### src/rtl/rr_requester_frontend.sv
// Requester front end for a round-robin bus arbiter.
// Four ports each queue burst jobs; the arbiter's registered one-hot grant
// drains beats from the granted port. Grant anomalies are flagged.

// Per-port job queue, occupancy and head-job beat countdown.
module rr_port #(
  parameter int QDEPTH = 2
) (
  input  logic       clk,
  input  logic       rst_n,
  input  logic       push_valid,
  input  logic [1:0] push_len,
  input  logic       beat,
  output logic       ready,
  output logic       req,
  output logic       last,
  output logic       pop,
  output logic       done
);
  localparam int AW = (QDEPTH > 1) ? $clog2(QDEPTH) : 1;

  logic [1:0]    mem_q [QDEPTH];
  logic [1:0]    mem_d [QDEPTH];
  logic [AW-1:0] wr_q, wr_d, rd_q, rd_d, rd_nxt;
  logic [AW:0]   occ_q, occ_d;
  logic [1:0]    rem_q, rem_d;
  logic          done_q;
  logic          push;

  // ready/req come straight from the occupancy register so they never glitch
  assign ready  = (occ_q != (AW+1)'(QDEPTH));
  assign req    = (occ_q != '0);
  assign last   = (rem_q == 2'd0);
  assign push   = push_valid && ready;
  assign pop    = beat && last;
  assign rd_nxt = rd_q + AW'(1);
  assign done   = done_q;

  // Next-state for queue storage, pointers, occupancy and head countdown
  always_comb begin
    mem_d = mem_q;
    wr_d  = wr_q;
    rd_d  = rd_q;
    occ_d = occ_q;
    rem_d = rem_q;
    if (push) begin
      mem_d[wr_q] = push_len;
      wr_d        = wr_q + AW'(1);
    end
    if (pop) rd_d = rd_nxt;
    case ({push, pop})
      2'b10:   occ_d = occ_q + (AW+1)'(1);
      2'b01:   occ_d = occ_q - (AW+1)'(1);
      default: occ_d = occ_q;
    endcase
    // The next head loads on the popping edge so a held grant runs gap-free.
    // With one entry left plus a same-cycle push, the pushed job is the new head.
    if (pop) begin
      if (occ_q > (AW+1)'(1)) rem_d = mem_q[rd_nxt];
      else if (push)          rem_d = push_len;
      else                    rem_d = 2'd0;
    end else if (beat) begin
      rem_d = rem_q - 2'd1;
    end else if (push && (occ_q == '0)) begin
      rem_d = push_len;
    end
  end

  // State registers; reset drops every queued and partial job silently
  always_ff @(posedge clk or negedge rst_n) begin
    if (!rst_n) begin
      for (int i = 0; i < QDEPTH; i++) mem_q[i] <= 2'd0;
      wr_q   <= '0;
      rd_q   <= '0;
      occ_q  <= '0;
      rem_q  <= 2'd0;
      done_q <= 1'b0;
    end else begin
      mem_q  <= mem_d;
      wr_q   <= wr_d;
      rd_q   <= rd_d;
      occ_q  <= occ_d;
      rem_q  <= rem_d;
      done_q <= pop;
    end
  end
endmodule

module rr_requester_frontend #(
  parameter int QDEPTH = 2,
  parameter int CNT_W  = 8
) (
  input  logic             clk,
  input  logic             rst_n,
  input  logic [3:0]       job_valid,
  input  logic [7:0]       job_len,
  output logic [3:0]       job_ready,
  output logic [3:0]       REQ,
  input  logic [3:0]       GNT,
  output logic             beat_valid,
  output logic [1:0]       beat_port,
  output logic             beat_last,
  output logic [3:0]       done,
  output logic             stale_gnt,
  output logic             err_multi,
  output logic [CNT_W-1:0] jobs_done
);
  localparam int NUM_LANES = 4;

  logic [NUM_LANES-1:0] beat_vec, last_vec, pop_vec;
  logic                 gnt_multi, gnt_one;
  logic                 err_q, err_d;
  logic [CNT_W-1:0]     jobs_done_q, jobs_done_d;

  genvar g;
  generate
    for (g = 0; g < NUM_LANES; g++) begin : g_port
      rr_port #(.QDEPTH(QDEPTH)) u_port (
        .clk        (clk),
        .rst_n      (rst_n),
        .push_valid (job_valid[g]),
        .push_len   (job_len[2*g+1:2*g]),
        .beat       (beat_vec[g]),
        .ready      (job_ready[g]),
        .req        (REQ[g]),
        .last       (last_vec[g]),
        .pop        (pop_vec[g]),
        .done       (done[g])
      );
    end
  endgenerate

  // Grant decode: only a one-hot grant to a requesting port issues a beat
  always_comb begin
    gnt_multi  = ((GNT & (GNT - 4'd1)) != 4'd0);
    gnt_one    = (GNT != 4'd0) && !gnt_multi;
    beat_vec   = gnt_one ? (GNT & REQ) : 4'd0;
    beat_valid = (beat_vec != 4'd0);
    beat_last  = ((beat_vec & last_vec) != 4'd0);
    stale_gnt  = gnt_one && ((GNT & REQ) == 4'd0);
    beat_port  = 2'd0;
    for (int i = 0; i < NUM_LANES; i++)
      if (beat_vec[i]) beat_port = 2'(i);
    err_d       = err_q | gnt_multi;
    // At most one port pops per cycle, so one increment covers it
    jobs_done_d = jobs_done_q + CNT_W'(pop_vec != 4'd0);
  end

  // Sticky multi-grant error and completed-job counter
  always_ff @(posedge clk or negedge rst_n) begin
    if (!rst_n) begin
      err_q       <= 1'b0;
      jobs_done_q <= '0;
    end else begin
      err_q       <= err_d;
      jobs_done_q <= jobs_done_d;
    end
  end

  assign err_multi = err_q;
  assign jobs_done = jobs_done_q;
endmodule

### config.mk
export PLATFORM = sky130hd
export DESIGN_NAME = rr_requester_frontend
export DESIGN_NICKNAME = d
export VERILOG_FILES = /design/src/rtl/rr_requester_frontend.sv
export SDC_FILE = /design/constraint.sdc
export NUM_CORES = 1
export LEC_CHECK = 0
export BUFFER_PORTS_ARGS = -buffer_cell sky130_fd_sc_hd__buf_4
export CORE_UTILIZATION = 40
export CTS_CLUSTER_DIAMETER = 60
export DETAILED_ROUTE_END_ITERATION = 7
export SYNTH_ARGS = -nofsm -noshare
export SYNTH_HDL_FRONTEND = slang
export SYNTH_SLANG_ARGS = --single-unit
### constraint.sdc
create_clock -name clk -period 2.7 [get_ports clk]
set_input_delay 0.54 -clock clk [delete_from_list [all_inputs] [get_ports clk]]
set_output_delay 0.54 -clock clk [all_outputs]
set_load 0.02 [all_outputs]
=== Word-level counts from Yosys, hierarchy flattened ===
Cells that the tools add are included.
Widths: inputs -> output; s select.

* Magnitude comparators: 16
* Bitwise gates (word level): 12
* $add $sub $neg: 22
* Reduce and logical (&&, ||, !) cells: 45
* Equality and inequality tests: 12
* Multiplexer cells: 52

{| class="wikitable"
|+ Operators by type and width
! cell !! count
|-
| $mux 2 || 38
|-
| $reduce_bool 4->1 || 5
|-
| $logic_and 1x1->1 || 18
|-
| $bwmux 4 || 4
|-
| $ge 2x2->1 const B || 8
|-
| $logic_not 2->1 || 8
|-
| $not 1->2 || 8
|-
| $pmux 2 s2 || 4
|-
| $reduce_bool 2->1 || 8
|-
| $sub 2x1->2 const B || 8
|-
| $and 4x4->4 || 3
|-
| $reduce_bool 3->1 || 4
|-
| $add 1x1->1 const B || 8
|-
| $add 2x1->2 const B || 4
|-
| $add 8x1->8 || 1
|-
| $demux 2 s1 || 4
|-
| $eq 2x1->1 const B || 4
|-
| $eq 2x2->1 const B || 4
|-
| $gt 2x1->1 const B || 4
|-
| $lt 2x1->1 const B || 4
|-
| $ne 2x2->1 const B || 4
|-
| $logic_not 4->1 || 1
|-
| $mux 4 || 1
|-
| $sub 4x1->4 const B || 1
|-
| other kinds (3) || 3
|}

* Output and inout bits: 26
* Register bits after elaboration: 53
* Word-level logic and storage cells: 189

=== Logic depth before layout (Yosys ltp) ===
Gate-level depths: netlist (run 1).

* Word-level depth: 9
* Depth in mapped cells: 10
* Depth with buffers taken out: 10

=== Cells and area by module ===
Synthesis (run 1) repeated with hierarchy kept, for this count alone.

* Cells, all modules: 286
* Area, all modules: 3064.2 um^2

{| class="wikitable"
|+ By module, submodules not included
! module !! instances !! cells each !! sequential area each (um^2) !! area each (um^2)
|-
| rr_port at g_port[0].u_port ... || 3 || 56 || 275.3 || 620.6
|-
| rr_port at g_port[3].u_port || 1 || 57 || 275.3 || 635.6
|-
| rr_requester_frontend || 1 || 61 || 225.2 || 566.8
|}

=== Worst setup path before layout (run 1) ===
No wires, ideal clock.

* Kind: register to register
* Start point: register g_port[3].u_port.occ_q[1]
* End point: register jobs_done_q[7], in the netlist jobs_done[7]
* Path slack: 0.365 ns
* Cell stages (with the launch flop): 11
* Data arrival time: 2.206 ns
* Buffers on the path: 0
* Data required time: 2.572 ns
* Cells stage by stage: dfrtp_1 inv_1 ha_1 nand2b_1 nor4_1 nand2_1 nand4_1 ha_1 and4_1 nand2_1 xnor2_1

* Longest elaborated chain between the ends: 6

{| class="wikitable"
|+ RTL lines
! element !! line !! RTL
|-
| start: declaration || 25 || <nowiki>logic [AW:0] occ_q, occ_d;</nowiki>
|-
| start signal: assignment || 75 || <nowiki>occ_q <= '0;</nowiki>
|-
| start signal: assignment || 82 || <nowiki>occ_q <= occ_d;</nowiki>
|-
| $reduce_bool 2->1 || 32 || <nowiki>assign req = (occ_q != '0);</nowiki>
|-
| $and 4x4->4 || 137 || <nowiki>beat_vec = gnt_one ? (GNT & REQ) : 4'd0;</nowiki>
|-
| $mux 4 || 137 ||
|-
| $logic_and 1x1->1 || 35 || <nowiki>assign pop = beat && last;</nowiki>
|-
| $reduce_bool 4->1 || 146 || <nowiki>jobs_done_d = jobs_done_q + CNT_W'(pop_vec != 4'd0);</nowiki>
|-
| $add 8x1->8 || 146 ||
|-
| net jobs_done_d[7] || 113 || <nowiki>logic [CNT_W-1:0] jobs_done_q, jobs_done_d;</nowiki>
|-
| end signal: assignment || 156 || <nowiki>jobs_done_q <= jobs_done_d;</nowiki>
|-
| end: declaration || 113 ||
|}

The timed path passes the listed nets, and every way through them passes these cells.
A chain may end at the register's enable or synchronous reset.

=== Final worst setup path (run 1) ===
* Start point: register g_port[3].u_port.occ_q[0]
* End point: output beat_valid

* Longest elaborated chain between the ends: 4

{| class="wikitable"
|+ RTL lines
! element !! line !! RTL
|-
| $reduce_bool 2->1 || 32 ||
|-
| $and 4x4->4 || 137 ||
|-
| $mux 4 || 137 ||
|-
| $reduce_bool 4->1 || 138 || <nowiki>beat_valid = (beat_vec != 4'd0);</nowiki>
|-
| end: declaration || 100 || <nowiki>output logic beat_valid,</nowiki>
|}

Every way passes these cells.

==> impl_metrics.yaml, run 1 <==
outcome:
  outcome: "finished clean"
route:
  dr.pass1.iters: 4
  vias: 2121
  drt-initial-drc-count: 61
  via_per_inst: 4.88
  postRouteAntennaNets: 0
  drc: 0
  wirelength_mm: 5.70
  post_drt_wl_per_cell_um: 13.1
clock_tree:
  cts_sinks: 53
  cts-htree-levels: 2
  cts_buffer_depth: 2
  hold_buffers: 0
  clock_latency_ns: 0.31
  clk_pin_slew_ns: 0.09
  cts_tree: "yes"
  cts-buffers-inserted: 5
  cts_root_buffer: "clkbuf_8"
placed_design:
  place_hpwl_mm: 4.27
  pre_cts_slack_ns: 0.266
  gp_congestion: 0.809
  placedCellCount: 418
  numPortBuffers: 43
global_route:
  gr-total-overflow: 0
  antenna_found_initial: 0
  grt_pass1_vias: 1948
  grt_max_degree: 54
  track_usage: 0.153
  grt_pass1_wl_mm: 9.14
job:
  drv_cap: 0
synth:
  synth_area_leaders: "dfrtp_1, ha_1, xnor2_1, mux2_2, inv_1"
  yosys.area.top_type: "dfrtp_1"
  synth_top_cells_by_count: "dfrtp_1, inv_1, nand2_1"
  synth_edf_count: 0
  async_reset_ff_frac: 1.00
  synth_top_area_share: 0.437
  syn_area_per_cell_um2: 10.5
  ys_types: 37
  yosysMostFrequentCell: "dfrtp_1"
  synth.cell_area_um2: 3030
  yosysSeqAreaShare: 0.437
  ys_ff_latch: 53
  ys_warn_count: 0
  yosys_most_used_dff: "dfrtp_1"
  syn_nets: 330
  synth_cells: 290
worst_setup_path:
  slowest_stage: "or4_4"
  endpoint: "beat_valid"
  worst-path-max-fanout: 4
  ff2ff_setup_slack_ns: 0.32
  crit_chain: "inv_1 -> ha_1 -> nand2b_4 -> or4_4 -> nand2b_1 -> or3_1 -> buf_4"
  path_depth: 7
  crit_path_end_kind: "output pin"
  cp.arrival_ns: 2.04
  slowest_delay_ns: 0.45
  crit_type: "register to output pin"
  reg2reg_from: "g_port[3].u_port.occ_q[0]$_DFFE_PN0P_"
  worst_setup_path_start_kind: "register"
  r2r_end: "jobs_done[7]$_DFF_PN0_"
  r2r_cells: 11
  critical_path_buf_inv_count: 2
  cpLargestDelayFamily: "simple AND/OR/NAND/NOR gates"
  worstPathRequired_ns: 2.16
  startpoint: "g_port[3].u_port.occ_q[0]$_DFFE_PN0P_"
sta:
  relSlewSlack: 0.552
  tightest_slew_ns: 0.672
  report.final.hold_viol_count: 0
  fmax_ghz: 0.387
  slew_violations: 0
  post-route-min-period_ns: 2.58
  setup_slack_ns: 0.117
  post-route-period-util: 0.957
  tns_ns: 0
  setup_viol: 0
  skew_ns: 0.00766
finish:
  area_delta_synth_final_pct: 18.0
  antennaDiodeCount: 0
  nets: 375
  final_cells: 435
  drive_gt1_frac: 0.250
pwr:
  p_leak_nw: 1.73
  ir_worst_vdd_v: 0.000361
  power.internal_mw: 2.29
  p_comb_frac: 0.461
  p_seq_frac: 0.385
  p_per_area_nw_per_um2: 1020
  swShare: 0.375
  clock_power_share: 0.154
  switchingPower_mw: 1.37
die:
  dieHeight_um: 89.1
  die_x_um: 89.1
  coreArea_um2: 7290
  start_util: 0.416
  dieArea_um2: 7940
  rows: 31
  num_io_pins: 44
worst_hold_path:
  hp-class: "primary input to asynchronous set/reset pin"
-- timing repair --
action	in CTS	in global routing
pin swaps	0	3
setup endpoints to repair	1	2
endpoints found under the hold margin	0	0
buffers inserted	0	9
gates resized for setup	1	3
-- area by class of cell --
| cell class | count | area, µm² |
|---|---|---|
| fillers | 717 | 3710 |
| multi-input cells | 184 | 1470 |
| flip-flops and latches | 53 | 1330 |
| repair buffers | 53 | 398 |
| inverters | 38 | 143 |
| well taps | 99 | 124 |
| clock buffers | 7 | 86.3 |
| clock inverters | 1 | 30.0 |
-- state kept, by name, indices dropped and copies added, names as in the netlist --
register and count:
jobs_done 8, g_port.u_port.rem_q 8, g_port.u_port.occ_q 8, err_multi 1, g_port.u_port.done 4, g_port.u_port.mem_q 16, g_port.u_port.wr_q 4, g_port.u_port.rd_q 4
-- through the flow --
stage | power, mW | hold WS [ns] | instance area, µm² | utilization
global route | 3.98 | 0.321 | 3580 | 0.491
floorplan | 2.68 | 0.244 | 3030 | -
finish | 3.66 | 0.254 | 3580 | 0.491
CTS | 3.64 | 0.297 | 3500 | 0.480
global placement | 3.03 | 0.465 | 3380 | 0.463
detailed placement | 3.07 | 0.471 | 3380 | 0.463
-- cells in the final DEF (no fill, tap or decap), types with 2 or more instances in the layout --
master,instances
buf_4,53
dfrtp_1,52
inv_1,38
nand2_1,26
ha_1,22
xnor2_1,20
mux2_2,15
nand2b_1,12
o21ai_0,9
mux2i_1,9
nand3_1,7
nand4_1,6
o211ai_1,6
nor2_1,6
nand4b_1,6
clkbuf_8,6
xor2_1,4
nor2b_1,4
nor4_4,3
a21oi_1,3
nor3b_1,3
o221ai_1,3
nand2b_4,2
o21ai_1,2
o32ai_1,2
a22oi_1,2
-- power groups by stage --
stage / Sequential [mW] / Combinational (mW) / Clock (mW)
6_report: 1.41 / 1.69 / 0.564
5_1_grt: 1.47 / 1.90 / 0.613
4_1_cts: 1.41 / 1.65 / 0.581
3_3_place_gp: 1.42 / 1.61 / 0
2_1_floorplan: 1.39 / 1.29 / 0
3_5_place_dp: 1.43 / 1.64 / 0
-- kinds of logic after synthesis --
group	share of synthesized area
compound gates	0.0643
mux	0.0854
buf+inv	0.0833
fa+ha+maj	0.0940
simple gates	0.167
xor+xnor	0.0693
flops	0.437
-- worst min path at each step --
stage,cells after the start,from,slack [ns],endpoint
3_5_place_dp,2,g_port[0].u_port.mem_q[0]$_DFFE_PN0P_,0.47,g_port[0].u_port.mem_q[0]$_DFFE_PN0P_
2_1_floorplan,0,rst_n,0.24,err_multi$_DFF_PN0_
5_1_grt,1,rst_n,0.32,g_port[2].u_port.mem_q[0]$_DFFE_PN0P_
4_1_cts,1,rst_n,0.30,g_port[0].u_port.done$_DFF_PN0_
6_report,1,rst_n,0.25,g_port[2].u_port.mem_q[2]$_DFFE_PN0P_
3_3_place_gp,2,g_port[0].u_port.mem_q[0]$_DFFE_PN0P_,0.47,g_port[0].u_port.mem_q[0]$_DFFE_PN0P_
-- metal layers --
metal	wire length (µm)	track usage	up-vias
met5	0	0	-
met4	70	0.0548	0
met3	194	0.0323	7
met2	2720	0.241	36
met1	2720	0.207	1022
li1	-	-	1056
Note: power is estimated with default switching activity, not from simulation.
==> inputs of run 2 (changes only) <==
--- a/config.mk
+++ b/config.mk
@@ -6,9 +6,10 @@
 export NUM_CORES = 1
 export LEC_CHECK = 0
 export BUFFER_PORTS_ARGS = -buffer_cell sky130_fd_sc_hd__buf_4
-export CORE_UTILIZATION = 40
-export CTS_CLUSTER_DIAMETER = 60
+export CORE_UTILIZATION = 55
 export DETAILED_ROUTE_END_ITERATION = 7
+export PLACE_DENSITY = 0.77
+export SLEW_MARGIN = 20
 export SYNTH_ARGS = -nofsm -noshare
 export SYNTH_HDL_FRONTEND = slang
 export SYNTH_SLANG_ARGS = --single-unit
==> impl_metrics.yaml, run 2 (synthesized netlist as in run 1, its figures left out) <==
pwr:
  p_per_area_nw_per_um2: 1040
  p_leak_nw: 1.71
  p_comb_frac: 0.477
  p_seq_frac: 0.387
  power.internal_mw: 2.22
  swShare: 0.387
  switchingPower_mw: 1.40
  fin_total_pwr_mw: 3.61
  ir_worst_vdd_v: 0.000614
  clock_power_share: 0.136
clock_tree:
  clock_latency_ns: 0.31
  cts_sinks: 53
  cts_root_buffer: "clkbuf_8"
  hold_buffers: 0
  cts_tree: "yes"
  cts_buffer_depth: 2
  clk_pin_slew_ns: 0.10
  cts-htree-levels: 2
  cts-buffers-inserted: 5
sta:
  post-route-period-util: 0.968
  setup_viol: 0
  report.final.hold_viol_count: 0
  tightest_slew_ns: 0.655
  post-route-min-period_ns: 2.61
  setup_slack_ns: 0.0853
  relSlewSlack: 0.563
  skew_ns: 0.00888
  slew_violations: 0
  fmax_ghz: 0.382
  rsz0062_at_grt: "yes"
  tns_ns: 0
worst_setup_path:
  worst_setup_path_start_kind: "register"
  crit_type: "register to output pin"
  cp.arrival_ns: 2.07
  crit_chain: "inv_1 -> ha_1 -> nand2b_1 -> nor4_4 -> nand2_1 -> nand4_1 -> buf_4"
  cpLargestDelayFamily: "simple AND/OR/NAND/NOR gates"
  worst-path-max-fanout: 7
  critical_path_buf_inv_count: 2
  worstPathRequired_ns: 2.16
  slowest_delay_ns: 0.42
  slowest_stage: "dfrtp_1"
  crit_path_end_kind: "output pin"
route:
  dr.pass1.iters: 4
  drt-initial-drc-count: 87
  post_drt_wl_per_cell_um: 14.2
  drc: 0
  via_per_inst: 5.28
  vias: 2122
  postRouteAntennaNets: 0
  wirelength_mm: 5.73
global_route:
  gr-total-overflow: 0
  grt_max_degree: 54
  track_usage: 0.216
  grt_pass1_wl_mm: 9.96
  grt_pass1_vias: 2159
  antenna_found_initial: 0
placed_design:
  placedCellCount: 389
  place_hpwl_mm: 4.22
  dpl_cell_area_um2: 3340
  numPortBuffers: 43
  pre_cts_slack_ns: 0.272
  gp_congestion: 0.870
die:
  dieHeight_um: 76.3
  die_x_um: 76.3
  num_io_pins: 44
  start_util: 0.583
  dieArea_um2: 5820
  coreArea_um2: 5200
  rows: 26
finish:
  nets: 371
  largest_reg_flops: 16
  drive_gt1_frac: 0.238
  final_cells: 402
  largest-register: "g_port.u_port.mem_q"
  final_cell_mix: "dfrtp_1, buf_4, inv_1"
  layout_commonest_cell: "dfrtp_1"
  antennaDiodeCount: 0
  design_area_um2: 3490
  area_delta_synth_final_pct: 15.0
worst_hold_path:
  hp-class: "primary input to asynchronous set/reset pin"
outcome:
  outcome: "finished clean"
job:
  drv_cap: 0
## run 2: cell types whose count changed in the layout (fill, tap and decap cells not counted), sizes merged
| cell | before | now |
|---|---|---|
| clkinv | 0 | 1 |
| buf | 53 | 49 |
| bufinv | 1 | 0 |
## run 2: final timing paths
check                                                            from                                    end  slack, ns  cells after the start
worst max-delay path            g_port[1].u_port.occ_q[1]$_DFFE_PN0P_                              beat_last       0.09                      7
worst min-delay path                                            rst_n        g_port[2].u_port.done$_DFF_PN0_       0.25                      1
worst max register to register  g_port[1].u_port.occ_q[1]$_DFFE_PN0P_                 jobs_done[7]$_DFF_PN0_       0.33                     10
worst min register to register                 jobs_done[7]$_DFF_PN0_                 jobs_done[7]$_DFF_PN0_       0.48                      1
max in group asynchronous                                       rst_n  g_port[0].u_port.mem_q[1]$_DFFE_PN0P_       2.01                      1
min in group clk                                           job_len[0]  g_port[0].u_port.mem_q[2]$_DFFE_PN0P_       0.47                      2
## run 2: worst register-to-register path, cell delays in order, from the launching register on
cell,delay [ns]
dfrtp_1,0.42
inv_1,0.09
ha_1,0.23
nand2b_1,0.22
nor4_4,0.30
nand2_1,0.17
nand4_1,0.17
ha_1,0.23
and4_1,0.23
nand2_1,0.08
xnor2_1,0.13
## run 2: per-stage QoR
step	hold slack (ns)	util
final	0.249	0.670
after global routing	0.305	0.670
after CTS	0.272	0.663
after detailed placement	0.465	0.642
after global placement	0.463	0.642
after floorplan	0.244	-
## run 2: final cells by class
type	instances	area, µm²
fillers	419	1720
multi-input cells	184	1460
flip-flops and latches	53	1330
repair buffers	49	368
inverters	38	143
clock buffers	7	96.3
well taps	70	87.6
clock inverters	1	5.00
## run 2: power groups by stage
stage	Clock [mW]	Combinational, mW	Sequential (mW)
final	0.490	1.72	1.40
after global routing	0.537	1.93	1.45
after detailed placement	0	1.66	1.43
after global placement	0	1.61	1.41
after CTS	0.508	1.67	1.41
after floorplan	0	1.29	1.39
## run 2: repair_timing
action | CTS | global route
buffers inserted | 0 | 5
gates cloned | 0 | 0
setup endpoints to repair | 1 | 2
pin swaps | 0 | 1
gates resized for setup | 1 | 1
## run 2: metal layers
layer	GRT usage	routed length, µm	part of all wire	vias up
li1	-	-	-	1054
met1	0.272	2640	0.46	1007
met2	0.359	2740	0.48	49
met3	0.0479	232	0.041	12
met4	0.0904	116	0.020	0
met5	0	0	0	-
==> inputs of run 3 (changes only) <==
--- a/config.mk
+++ b/config.mk
@@ -6,9 +6,9 @@
 export NUM_CORES = 1
 export LEC_CHECK = 0
 export BUFFER_PORTS_ARGS = -buffer_cell sky130_fd_sc_hd__buf_4
-export CORE_UTILIZATION = 55
+export CORE_UTILIZATION = 57
 export DETAILED_ROUTE_END_ITERATION = 7
-export PLACE_DENSITY = 0.77
+export PLACE_DENSITY = 0.8
 export SLEW_MARGIN = 20
 export SYNTH_ARGS = -nofsm -noshare
 export SYNTH_HDL_FRONTEND = slang
==> impl_metrics.yaml, run 3 (synthesized netlist as in run 1, its figures left out) <==
sta:
  post-route-period-util: 0.966
  slew_violations: 0
  setup_viol: 0
  fmax_ghz: 0.383
  holdWs_ns: 0.263
  skew_ns: 0.00594
  relSlewSlack: 0.571
  post-route-min-period_ns: 2.61
  report.final.hold_viol_count: 0
  tightest_slew_ns: 0.644
die:
  dieHeight_um: 75.0
  rows: 26
  num_io_pins: 44
  die_x_um: 75.0
  coreArea_um2: 5110
  dieArea_um2: 5620
  start_util: 0.594
route:
  post_drt_wl_per_cell_um: 14.1
  via_per_inst: 5.33
  vias: 2133
  drt-initial-drc-count: 121
  drc: 0
  postRouteAntennaNets: 0
  wirelength_mm: 5.63
  dr.pass1.iters: 4
clock_tree:
  clk_pin_slew_ns: 0.09
  cts_buffer_depth: 2
  cts_sinks: 53
  clock_latency_ns: 0.30
  cts_root_buffer: "clkbuf_8"
  cts-buffers-inserted: 5
  cts_tree: "yes"
  cts-htree-levels: 2
pwr:
  clock_power_share: 0.142
  power.internal_mw: 2.24
  ir_worst_vdd_v: 0.000443
  p_leak_nw: 1.70
  fin_total_pwr_mw: 3.63
  p_per_area_nw_per_um2: 1030
  swShare: 0.382
  p_seq_frac: 0.391
  switchingPower_mw: 1.39
  p_comb_frac: 0.467
global_route:
  track_usage: 0.213
  gr-total-overflow: 0
  grt_max_degree: 54
  grt_pass1_vias: 1945
  grt_pass1_wl_mm: 8.96
  antenna_found_initial: 0
finish:
  final_cell_mix: "dfrtp_1, buf_4, inv_1"
  largest-register: "g_port.u_port.mem_q"
  layout_commonest_cell: "dfrtp_1"
  area_delta_synth_final_pct: 15.5
  nets: 370
  antennaDiodeCount: 0
  drive_gt1_frac: 0.242
  final_cells: 400
  largest_reg_flops: 16
worst_setup_path:
  worst_setup_path_start_kind: "register"
  worst-path-max-fanout: 5
  crit_path_end_kind: "output pin"
  cp.arrival_ns: 2.07
  crit_type: "register to output pin"
  worstPathRequired_ns: 2.16
job:
  drv_cap: 0
placed_design:
  gp_congestion: 0.831
  place_hpwl_mm: 4.27
  numPortBuffers: 43
  placedCellCount: 389
worst_hold_path:
  hp-class: "primary input to asynchronous set/reset pin"
outcome:
  outcome: "finished clean"
[run 3: cell type report]
cell class | count | area [µm²]
multi-input combinational | 184 | 1480
sequential | 53 | 1330
fill | 393 | 1600
timing repair buffer | 48 | 360
tap | 70 | 87.6
clock buffer | 5 | 68.8
inverter | 38 | 143
clock inverter | 2 | 35.0
[run 3: path summary, 6_finish.rpt]
kind	to	from	slack, ns	cells past startpoint
setup / recovery	beat_valid	g_port[3].u_port.occ_q[1]$_DFFE_PN0P_	0.09	7
hold / removal	g_port[2].u_port.mem_q[1]$_DFFE_PN0P_	rst_n	0.26	1
setup reg to reg	jobs_done[7]$_DFF_PN0_	g_port[2].u_port.occ_q[1]$_DFFE_PN0P_	0.39	10
hold reg to reg	g_port[1].u_port.mem_q[0]$_DFFE_PN0P_	g_port[1].u_port.mem_q[0]$_DFFE_PN0P_	0.49	2
max in group asynchronous	g_port[3].u_port.occ_q[1]$_DFFE_PN0P_	rst_n	1.98	1
min in group clk	g_port[0].u_port.mem_q[2]$_DFFE_PN0P_	job_len[0]	0.48	2
[run 3: power groups by stage]
| stage | clock (mW) | combinational, mW | sequential (mW) |
|---|---|---|---|
| after CTS | 0.525 | 1.67 | 1.42 |
| final | 0.515 | 1.69 | 1.42 |
| after detailed placement | 0 | 1.66 | 1.43 |
| after global placement | 0 | 1.60 | 1.41 |
| after floorplan | 0 | 1.29 | 1.39 |
| after global routing | 0.565 | 1.90 | 1.47 |
[run 3: worst max-delay path, cell delays in order (launching register included)]
cell and delay, ns:
dfrtp_2 0.41, inv_1 0.07, ha_1 0.21, nand2b_2 0.23, or4_4 0.48, nand2b_4 0.10, or3_1 0.12, buf_4 0.14
[run 3: per-stage QoR]
step	TNS [ns]	utilization	setup WS, ns	area (µm²)
after floorplan	0	-	0.365	3030
after global placement	0	0.654	0.397	3340
after detailed placement	0	0.654	0.275	3340
after CTS	0	0.675	0.00471	3450
after global routing	-0.0248	0.686	-0.0182	3500
final	0	0.686	0.0905	3500
[run 3: layer usage]
layer	global-route usage	wire length, µm	up-vias
met4	0.0629	86	0
met5	0	0	-
met3	0.0428	206	10
li1	-	-	1054
met2	0.345	2770	44
met1	0.291	2570	1025
[run 3: repair_timing]
item,4_1_cts,5_1_grt
setup buffers,0,4
endpoints found under the setup margin,0,3
hold buffers,0,0
endpoints found under the hold margin,0,0
resized for setup,0,6
